==> src/rtl/stream_rr_lock_arb_pkg.sv <==
// stream_rr_lock_arb_pkg: shared sizing helper for stream crossbar index widths
package stream_rr_lock_arb_pkg;
  function automatic int idx_width(int n);
    return n > 1 ? $clog2(n) : 1;
  endfunction
endpackage

==> src/rtl/stream_rr_lock_arb_if.sv <==
// stream_rr_lock_arb_if: input streams plus merged output stream of one arbiter
interface stream_rr_lock_arb_if import stream_rr_lock_arb_pkg::*; #(
  parameter int  NumInp    = 4,
  parameter type payload_t = logic,
  parameter int  IdxWidth  = idx_width(NumInp)
);
  payload_t              inp_data [NumInp];
  logic [NumInp-1:0]     inp_valid;
  logic [NumInp-1:0]     inp_ready;
  payload_t              data;
  logic [IdxWidth-1:0]   idx;
  logic                  valid;
  logic                  ready;
  modport master (input inp_data, inp_valid, ready, output inp_ready, data, idx, valid);
  modport slave  (output inp_data, inp_valid, ready, input inp_ready, data, idx, valid);
endinterface

==> src/rtl/stream_rr_lock_arb_lzc.sv <==
// stream_rr_lock_arb_lzc: trailing-zero count of a bit vector with empty flag
module stream_rr_lock_arb_lzc import stream_rr_lock_arb_pkg::*; #(
  parameter int WIDTH    = 4,
  parameter int CntWidth = idx_width(WIDTH)
) (
  input  logic [WIDTH-1:0]    in,
  output logic [CntWidth-1:0] cnt,
  output logic                empty
);
  always_comb begin
    cnt = '0;
    for (int i = WIDTH - 1; i >= 0; i--)
      if (in[i]) cnt = CntWidth'(i);
  end
  assign empty = ~|in;
endmodule

==> src/rtl/stream_rr_lock_arb.sv <==
// stream_rr_lock_arb: round-robin burst arbiter with output lock-in for one crossbar output
module stream_rr_lock_arb import stream_rr_lock_arb_pkg::*; #(
  parameter int  NumInp    = 4,
  parameter type payload_t = logic,
  parameter int  MaxBurst  = 1,
  parameter int  IdxWidth  = idx_width(NumInp)
) (
  input logic                  clk_i,
  input logic                  rst_i,
  input logic                  flush_i,
  stream_rr_lock_arb_if.master bus
);
  localparam int CW = $clog2(MaxBurst + 1);
  logic [IdxWidth-1:0] ptr_q, lock_idx_q, g, gu, tz, ptr_d;
  logic [CW-1:0]       cnt_q, cnt_d, n;
  logic [NumInp-1:0]   rot;
  logic                lock_q, empty, valid, hs, wrap;
  payload_t            data_d;
  // rotate so that bit 0 is the current priority holder
  always_comb begin
    rot = '0;
    for (int i = 0; i < NumInp; i++) rot[i] = bus.inp_valid[(int'(ptr_q) + i) % NumInp];
  end
  stream_rr_lock_arb_lzc #(.WIDTH(NumInp)) u_lzc (.in(rot), .cnt(tz), .empty(empty));
  always_comb begin
    gu     = IdxWidth'((int'(ptr_q) + int'(tz)) % NumInp);
    g      = lock_q ? lock_idx_q : gu;
    valid  = lock_q ? bus.inp_valid[lock_idx_q] : ~empty;
    data_d = bus.inp_data[g];
    hs     = valid & bus.ready & ~rst_i;
    n      = (g == ptr_q) ? cnt_q + 1'b1 : CW'(1);
    wrap   = n == CW'(MaxBurst);
    ptr_d  = wrap ? ((g == IdxWidth'(NumInp - 1)) ? '0 : g + 1'b1) : g;
    cnt_d  = wrap ? '0 : n;
  end
  always_comb begin
    bus.valid = valid & ~rst_i;
    bus.idx   = bus.valid ? g : '0;
    bus.data  = data_d;
    bus.inp_ready = '0;
    for (int i = 0; i < NumInp; i++) bus.inp_ready[i] = hs & (g == IdxWidth'(i));
  end
  always_ff @(posedge clk_i) begin
    if (rst_i) begin
      ptr_q      <= '0;
      cnt_q      <= '0;
      lock_q     <= 1'b0;
      lock_idx_q <= '0;
    end else if (flush_i) begin
      lock_q <= 1'b0;
      cnt_q  <= '0;
    end else begin
      if (valid & ~bus.ready) begin
        lock_q     <= 1'b1;
        lock_idx_q <= g;
      end else if (hs) lock_q <= 1'b0;
      if (hs) begin
        ptr_q <= ptr_d;
        cnt_q <= cnt_d;
      end
    end
  end
`ifndef SYNTHESIS
  // a stalled output must hold; a dropped valid while locked is an upstream violation
  a_stable: assert property (@(posedge clk_i) disable iff (rst_i)
    bus.valid && !bus.ready && !flush_i |=> flush_i || (bus.valid && $stable(bus.data) && $stable(bus.idx)));
  a_onehot: assert property (@(posedge clk_i) $onehot0(bus.inp_ready));
  a_cnt: assert property (@(posedge clk_i) disable iff (rst_i) cnt_q < CW'(MaxBurst));
`endif
endmodule

==> src/flat_wrapper.sv <==
// flat-port wrapper written by rule: the top's interface ports become plain ports
module stream_rr_lock_arb_flat import stream_rr_lock_arb_pkg::*;
#(
  parameter int  NumInp    = 4,
  parameter type payload_t = logic,
  parameter int  MaxBurst  = 1,
  parameter int  IdxWidth  = idx_width(NumInp)
)
  (clk_i, rst_i, flush_i, bus_inp_data, bus_inp_valid, bus_ready, bus_inp_ready, bus_data, bus_idx, bus_valid);
  stream_rr_lock_arb_if #(.NumInp(NumInp), .payload_t(payload_t), .IdxWidth(IdxWidth)) bus_i ();
  input logic clk_i;
  input logic rst_i;
  input logic flush_i;
  input wire logic [$bits(bus_i.inp_data)-1:0] bus_inp_data;
  input wire logic [$bits(bus_i.inp_valid)-1:0] bus_inp_valid;
  input wire logic [$bits(bus_i.ready)-1:0] bus_ready;
  output wire logic [$bits(bus_i.inp_ready)-1:0] bus_inp_ready;
  output wire logic [$bits(bus_i.data)-1:0] bus_data;
  output wire logic [$bits(bus_i.idx)-1:0] bus_idx;
  output wire logic [$bits(bus_i.valid)-1:0] bus_valid;
  assign bus_i.inp_data = {>>{bus_inp_data}};
  assign bus_i.inp_valid = bus_inp_valid;
  assign bus_i.ready = bus_ready;
  assign bus_inp_ready = bus_i.inp_ready;
  assign bus_data = bus_i.data;
  assign bus_idx = bus_i.idx;
  assign bus_valid = bus_i.valid;
  stream_rr_lock_arb #(.NumInp(NumInp), .payload_t(payload_t), .MaxBurst(MaxBurst), .IdxWidth(IdxWidth)) u_core (.clk_i(clk_i), .rst_i(rst_i), .flush_i(flush_i), .bus(bus_i));
endmodule
==> config.mk <==
export PLATFORM = sky130hd
export DESIGN_NAME = stream_rr_lock_arb_flat
export DESIGN_NICKNAME = d
export VERILOG_FILES = /design/src/rtl/stream_rr_lock_arb_pkg.sv /design/src/rtl/stream_rr_lock_arb_if.sv /design/src/rtl/stream_rr_lock_arb_lzc.sv /design/src/rtl/stream_rr_lock_arb.sv /design/src/flat_wrapper.sv
export SDC_FILE = /design/constraint.sdc
export NUM_CORES = 1
export LEC_CHECK = 0
export CORE_MARGIN = 2
export CORE_UTILIZATION = 50
export DETAILED_ROUTE_END_ITERATION = 6
export DONT_BUFFER_PORTS = 1
export GPL_ROUTABILITY_DRIVEN = 0
export GPL_TIMING_DRIVEN = 1
export PLACE_DENSITY_LB_ADDON = 0.15
export SYNTH_ARGS = -nofsm -noshare
export SYNTH_HDL_FRONTEND = slang
export SYNTH_SLANG_ARGS = --single-unit
==> constraint.sdc <==
create_clock -name clk_i -period 3.9 [get_ports clk_i]
set_input_delay 0.585 -clock clk_i [delete_from_list [all_inputs] [get_ports clk_i]]
set_output_delay 0.585 -clock clk_i [all_outputs]
set_load 0.05 [all_outputs]
== After elaboration in Yosys (flattened, before gate mapping) ==
Cells that the tools add are included.

* Add/subtract/negate cells: 5
* $lt $le $gt $ge: 6
* Equality and inequality tests: 3
* Multiplexer cells: 26
* Bitwise logic cells: 15
* Reduce and logical (&&, ||, !) cells: 9

{| class="wikitable"
|+ Operators with widths
! cell !! number
|-
| 2-bit two-way mux || 7
|-
| 1-bit two-way mux || 13
|-
| 1-bit binary-select mux with 2-bit select || 6
|-
| 3-bit by 4-bit < comparator with 1-bit output (second input constant) || 3
|-
| 1-bit bitwise AND || 8
|-
| 2-bit OR reduction || 4
|-
| 2-bit by 3-bit < comparator with 1-bit output (second input constant) || 2
|-
| 2-bit by 1-bit adder with 2-bit output (second input constant) || 2
|-
| 2-bit adder (second input constant) || 2
|-
| 2-bit == test (second input constant) || 2
|-
| 2-bit AND reduction || 2
|-
| 4-bit OR reduction || 1
|-
| 1-bit bitwise AND (first input constant) || 3
|-
| 3-bit >= comparator (second input constant) || 1
|-
| 1-bit NOT || 3
|-
| 2-bit NOT with 3-bit output || 1
|-
| 2-bit adder || 1
|-
| 2-bit by 1-bit == test with 1-bit output (second input constant) || 1
|-
| 2-bit zero test || 1
|-
| 2-bit nonzero test || 1
|}

* Register bits after elaboration: 5
* Input port bits: 12
* Output and inout port bits: 8
* Logic and storage cells: 67

== Depth between registers and ports, before layout ==
* Depth in word-level cells: 16
* Depth in mapped cells: 11
* Depth with buffers taken out: 10

== Modules after synthesis ==
Synthesis repeated with hierarchy kept, for this count alone.

* Cell total of the unflattened synthesis: 60
* Area, all modules: 580.6 sq um

{| class="wikitable"
|+ By module, submodules not included
! module !! instances !! cells each !! area each (sq um) !! seq. area each (sq um)
|-
| stream_rr_lock_arb || 1 || 54 || 544.3 || 100.1
|-
| stream_rr_lock_arb_lzc || 1 || 6 || 36.3 || 0.0
|}

== Worst setup path after synthesis ==
OpenSTA, ideal clock, no wires.

* Path type: input port to output port
* From: input port bus_inp_valid[0]
* To: output port bus_inp_ready[1]
* Arrival: 3.392 ns
* Data required time: 3.315 ns
* Path slack: -0.077 ns
* Cell stages on the path: 10
* Buffers on the path: 1
* Path through: buf_2 -> nor2_1 -> a221oi_1 -> a31oi_1 -> a211o_1 -> ha_1 -> mux2i_1 -> nor2_1 -> nand2_1 -> nor2b_1

* Word-level cells in the longest chain between the ends: 11
* Elaborated cells on any way between the ends: 25
* Classes of those cells: add/sub: 1; eq/ne: 1; mux: 19; bitwise: 3; reduce/logical: 1

{| class="wikitable"
|+ RTL lines
! item !! line !! text
|-
| start, declared || flat_wrapper.sv:15 || <nowiki>input wire logic [$bits(bus_i.inp_valid)-1:0] bus_inp_valid;</nowiki>
|-
| 1-bit binary-select mux with 2-bit select || stream_rr_lock_arb.sv:22 || <nowiki>for (int i = 0; i < NumInp; i++) rot[i] = bus.inp_valid[(int'(ptr_q) + i) % NumInp];</nowiki>
|-
| 1-bit two-way mux (not written as such) (2 in a row) || stream_rr_lock_arb.sv:22 ||
|-
| 2-bit two-way mux (4 in a row) || stream_rr_lock_arb_lzc.sv:13 || <nowiki>if (in[i]) cnt = CntWidth'(i);</nowiki>
|-
| 2-bit adder || stream_rr_lock_arb.sv:26 || <nowiki>gu = IdxWidth'((int'(ptr_q) + int'(tz)) % NumInp);</nowiki>
|-
| 2-bit two-way mux || stream_rr_lock_arb.sv:27 || <nowiki>g = lock_q ? lock_idx_q : gu;</nowiki>
|-
| 2-bit by 1-bit == test with 1-bit output || stream_rr_lock_arb.sv:41 || <nowiki>for (int i = 0; i < NumInp; i++) bus.inp_ready[i] = hs & (g == IdxWidth'(i));</nowiki>
|-
| 1-bit bitwise AND * || stream_rr_lock_arb.sv:41 ||
|-
| end, declared || flat_wrapper.sv:17 || <nowiki>output wire logic [$bits(bus_i.inp_ready)-1:0] bus_inp_ready;</nowiki>
|}

Every way passes the cells marked *; elsewhere a longest branch is shown, timed or not. The select of a mux whose other input is x is not followed.

== Worst setup path after layout ==
* From: register u_core.ptr_q[0]
* To: output port bus_data

* Word-level cells in the longest chain between the ends: 14
* Elaborated cells on any way between the ends: 24
* Classes of those cells: add/sub: 4; mux: 19; bitwise: 1

{| class="wikitable"
|+ RTL lines
! item !! line !! text
|-
| start, declared || stream_rr_lock_arb.sv:14 || <nowiki>logic [IdxWidth-1:0] ptr_q, lock_idx_q, g, gu, tz, ptr_d;</nowiki>
|-
| start signal, assigned || stream_rr_lock_arb.sv:58 || <nowiki>ptr_q <= ptr_d;</nowiki>
|-
| 2-bit adder || stream_rr_lock_arb.sv:22 ||
|-
| 1-bit binary-select mux with 2-bit select || stream_rr_lock_arb.sv:22 ||
|-
| 1-bit two-way mux (not written as such) (2 in a row) || stream_rr_lock_arb.sv:22 ||
|-
| 2-bit two-way mux (4 in a row) || stream_rr_lock_arb_lzc.sv:13 ||
|-
| 2-bit adder * || stream_rr_lock_arb.sv:26 ||
|-
| 2-bit two-way mux * || stream_rr_lock_arb.sv:27 ||
|-
| 2-bit NOT with 3-bit output (not written as such) * || stream_rr_lock_arb.sv:29 || <nowiki>data_d = bus.inp_data[g];</nowiki>
|-
| 1-bit binary-select mux with 2-bit select * || stream_rr_lock_arb.sv:29 ||
|-
| 1-bit two-way mux (not written as such) * (2 in a row) || stream_rr_lock_arb.sv:29 ||
|-
| end, declared || flat_wrapper.sv:18 || <nowiki>output wire logic [$bits(bus_i.data)-1:0] bus_data;</nowiki>
|}

Marks and branches as above.

==> results.ini <==
[clock_network]
clk_pin_slew_ps = 60
clk_latency_ps = 250
holdBufCountCts = 0
cts.sinks = 5
cts_buffer_depth = 2
cts_inserted_buffers = 3
cts_tree = done
ctsRootBufferMaster = clkbuf_4
htreeDepth = 1
post_cts_buffers = 0

[floorplanning]
core-area_mm2 = 0.00128
dieHeight_um = 40.8
die_x_um = 40.8
die_area_mm2 = 0.00166
fp-row-count = 13
initial_utilization_pct = 52.6
ios = 20

[critical_path]
reg2reg_slack_ps = 1460
critical_path_class = reg -> out
endpoint_kind = output port
critPathLaunchType = flop
crit_chain = nor2_1, a221oi_1, a31oi_1, a211o_1, ha_1, xor2_1, a21oi_2, o31ai_4, mux4_2
worstPathMaxFanout = 11
required_ps = 3310
arrival_ps = 3000
cp_slowest_cell = dfxtp_1
cpPeakStageDelay_ps = 540

[global_routing]
gr-usage-all-layers_pct = 23.4
grt_pass1_wl_um = 2560
overflow = 0
first_global_vias = 594
grt_max_degree = 12
grt_antenna_before_repair = 0

[routing]
avgViaCountPerCell = 6.12
drc_errors = 0
avgRoutedWirePerCell_um = 16.2
ant_nets = 0
wl_um = 1600
routed-via-count = 606
first_pass_iters = 4
drt_iter0_drc = 15

[synth]
synth_flop_cell = dfxtp_1
synth_largest_area_cell = dfxtp_1
synth_top_area_share_pct = 14.8
synth_nets = 92
synthTopCellsByArea = dfxtp_1, nor2_1, mux4_1
synth_async_sr_flop_share_pct = 0
synth_edf_count = 0
syn_area_per_cell_um2 = 8.55
yosysWarnings = 0
synth_cells = 79
ys_seq_elements = 5
synth_cell_types = 45
ys_seq_area_share_pct = 14.8
synth.cell_area_um2 = 676

[timing]
max_freq_mhz = 279
hold_slack_ps = 398
slew_violations = 0
rsz0062_at_grt = no
finalHoldViolations = 0
post-route-min-period_ps = 3580
tightest_slew_ps = 443
relSlewSlack_pct = 70.5
min_period_over_period_pct = 91.9
setup_tns_ps = 0
setup_violations = 0
skew_ps = 7.57

[finish]
drive_above_1_share_pct = 28.6
post-route-util_pct = 56.1
syn_to_final_growth_pct = 6.67
fill_cells = 127
nets = 98
num_antenna_cells = 0

[placed_design]
portBuffers = 0
hpwlAfterDp_um = 1220

[power_and_ir_drop]
ir_worst_vdd_v = 0.000241
cellLeakagePower_nw = 0.268
p_per_area_mw_per_mm2 = 345
p_total_w = 0.000249

[job]
maxCapViolations = 0

[min_path]
hp-class = in -> reg

[status]
status = finished clean

[logic make-up (layout without fill, tap and decap cells)]
| group | count (synthesis) | after routing | share of synthesized area [%] |
|---|---|---|---|
| mux | 5 | 5 | 12.4 |
| xor+xnor | 2 | 2 | 2.59 |
| flops | 5 | 5 | 14.8 |
| compound gates | 18 | 18 | 26.3 |
| simple gates | 41 | 41 | 34.1 |
| buf+inv | 7 | 12 | 7.96 |
| fa+ha+maj | 1 | 1 | 1.85 |
[registers in the layout (all words and copies together), names as in the netlist]
register,cells
u_core.lock_q,1
u_core.ptr_q,2
u_core.lock_idx_q,2
[repair_timing]
action	CTS	global route
endpoints found under the hold margin	0	0
resized for setup	0	1
setup endpoints to repair	0	1
[per-stage QoR]
step           std cells  worst slack, ps  area (µm²)
6_report              99              317         721
5_1_grt               99             84.3         721
4_1_cts               99              261         724
3_5_place_dp          95              514         698
3_3_place_gp          95              571         698
2_1_floorplan         79              118         681
[synth_stat cells (all sizes together), types with 2 or more instances]
cell / count
or2: 2
nand3: 3
a21oi: 3
nor2: 16
mux4: 2
nor3: 3
mux2i: 2
nor2b: 5
buf: 4
nand3b: 3
dfxtp: 5
inv: 2
or3: 2
nand2: 2
o31ai: 3
[worst max-delay path, delay by kind of cell, from the launching register on]
kind                     cells  cell delay, ps
AO/OA/AOI/OAI                5            1150
flip-flops                   1             540
multiplexers                 1             540
adder cells (fa/ha/maj)      1             220
XOR/XNOR                     1             210
AND/OR/NAND/NOR              1              90
[area by class of cell]
cell class / count / area [µm²] / share of cell area (%)
multi-input cells: 67 / 523 / 72.6
flip-flops and latches: 5 / 100 / 13.9
repair buffers: 6 / 45.0 / 6.25
clock buffers: 4 / 26.3 / 3.65
well taps: 15 / 18.8 / 2.60
inverters: 2 / 7.51 / 1.04
[cell usage in the layout, fill, tap and decap left out, types with 2 or more instances in the layout]
master	count
nor2_1	14
buf_4	6
dfxtp_1	5
nor2b_1	4
nand3b_1	3
nand3_1	3
clkbuf_4	3
nand2_1	2
mux2i_1	2
inv_1	2
nor2_2	2
a21oi_1	2
nor3_1	2
[metal layers]
| metal | vias up | part of all wire, % | global-route usage (%) |
|---|---|---|---|
| met3 | 2 | 3.1 | 4.89 |
| met1 | 283 | 47 | 30.4 |
| met4 | 0 | 1.6 | 7.50 |
| met5 | - | 0 | 0 |
| met2 | 13 | 48 | 38.1 |
| li1 | 308 | - | - |
[path summary, 6_finish.rpt]
kind	start	to	depth (start not counted)
worst max-delay path	u_core.ptr_q[0]	bus_data	9
worst min-delay path	rst_i	u_core.lock_idx_q[0]	1
worst max register to register	u_core.ptr_q[0]	u_core.ptr_q[1]	9
worst min register to register	u_core.lock_idx_q[1]	u_core.lock_idx_q[1]	2
[power breakdown]
part	internal (W)	switching (W)
clock network	0.0000390	0.0000268
registers	0.0000547	0.00000885
logic	0.0000463	0.0000732
Power figures use the tool's default switching activity.
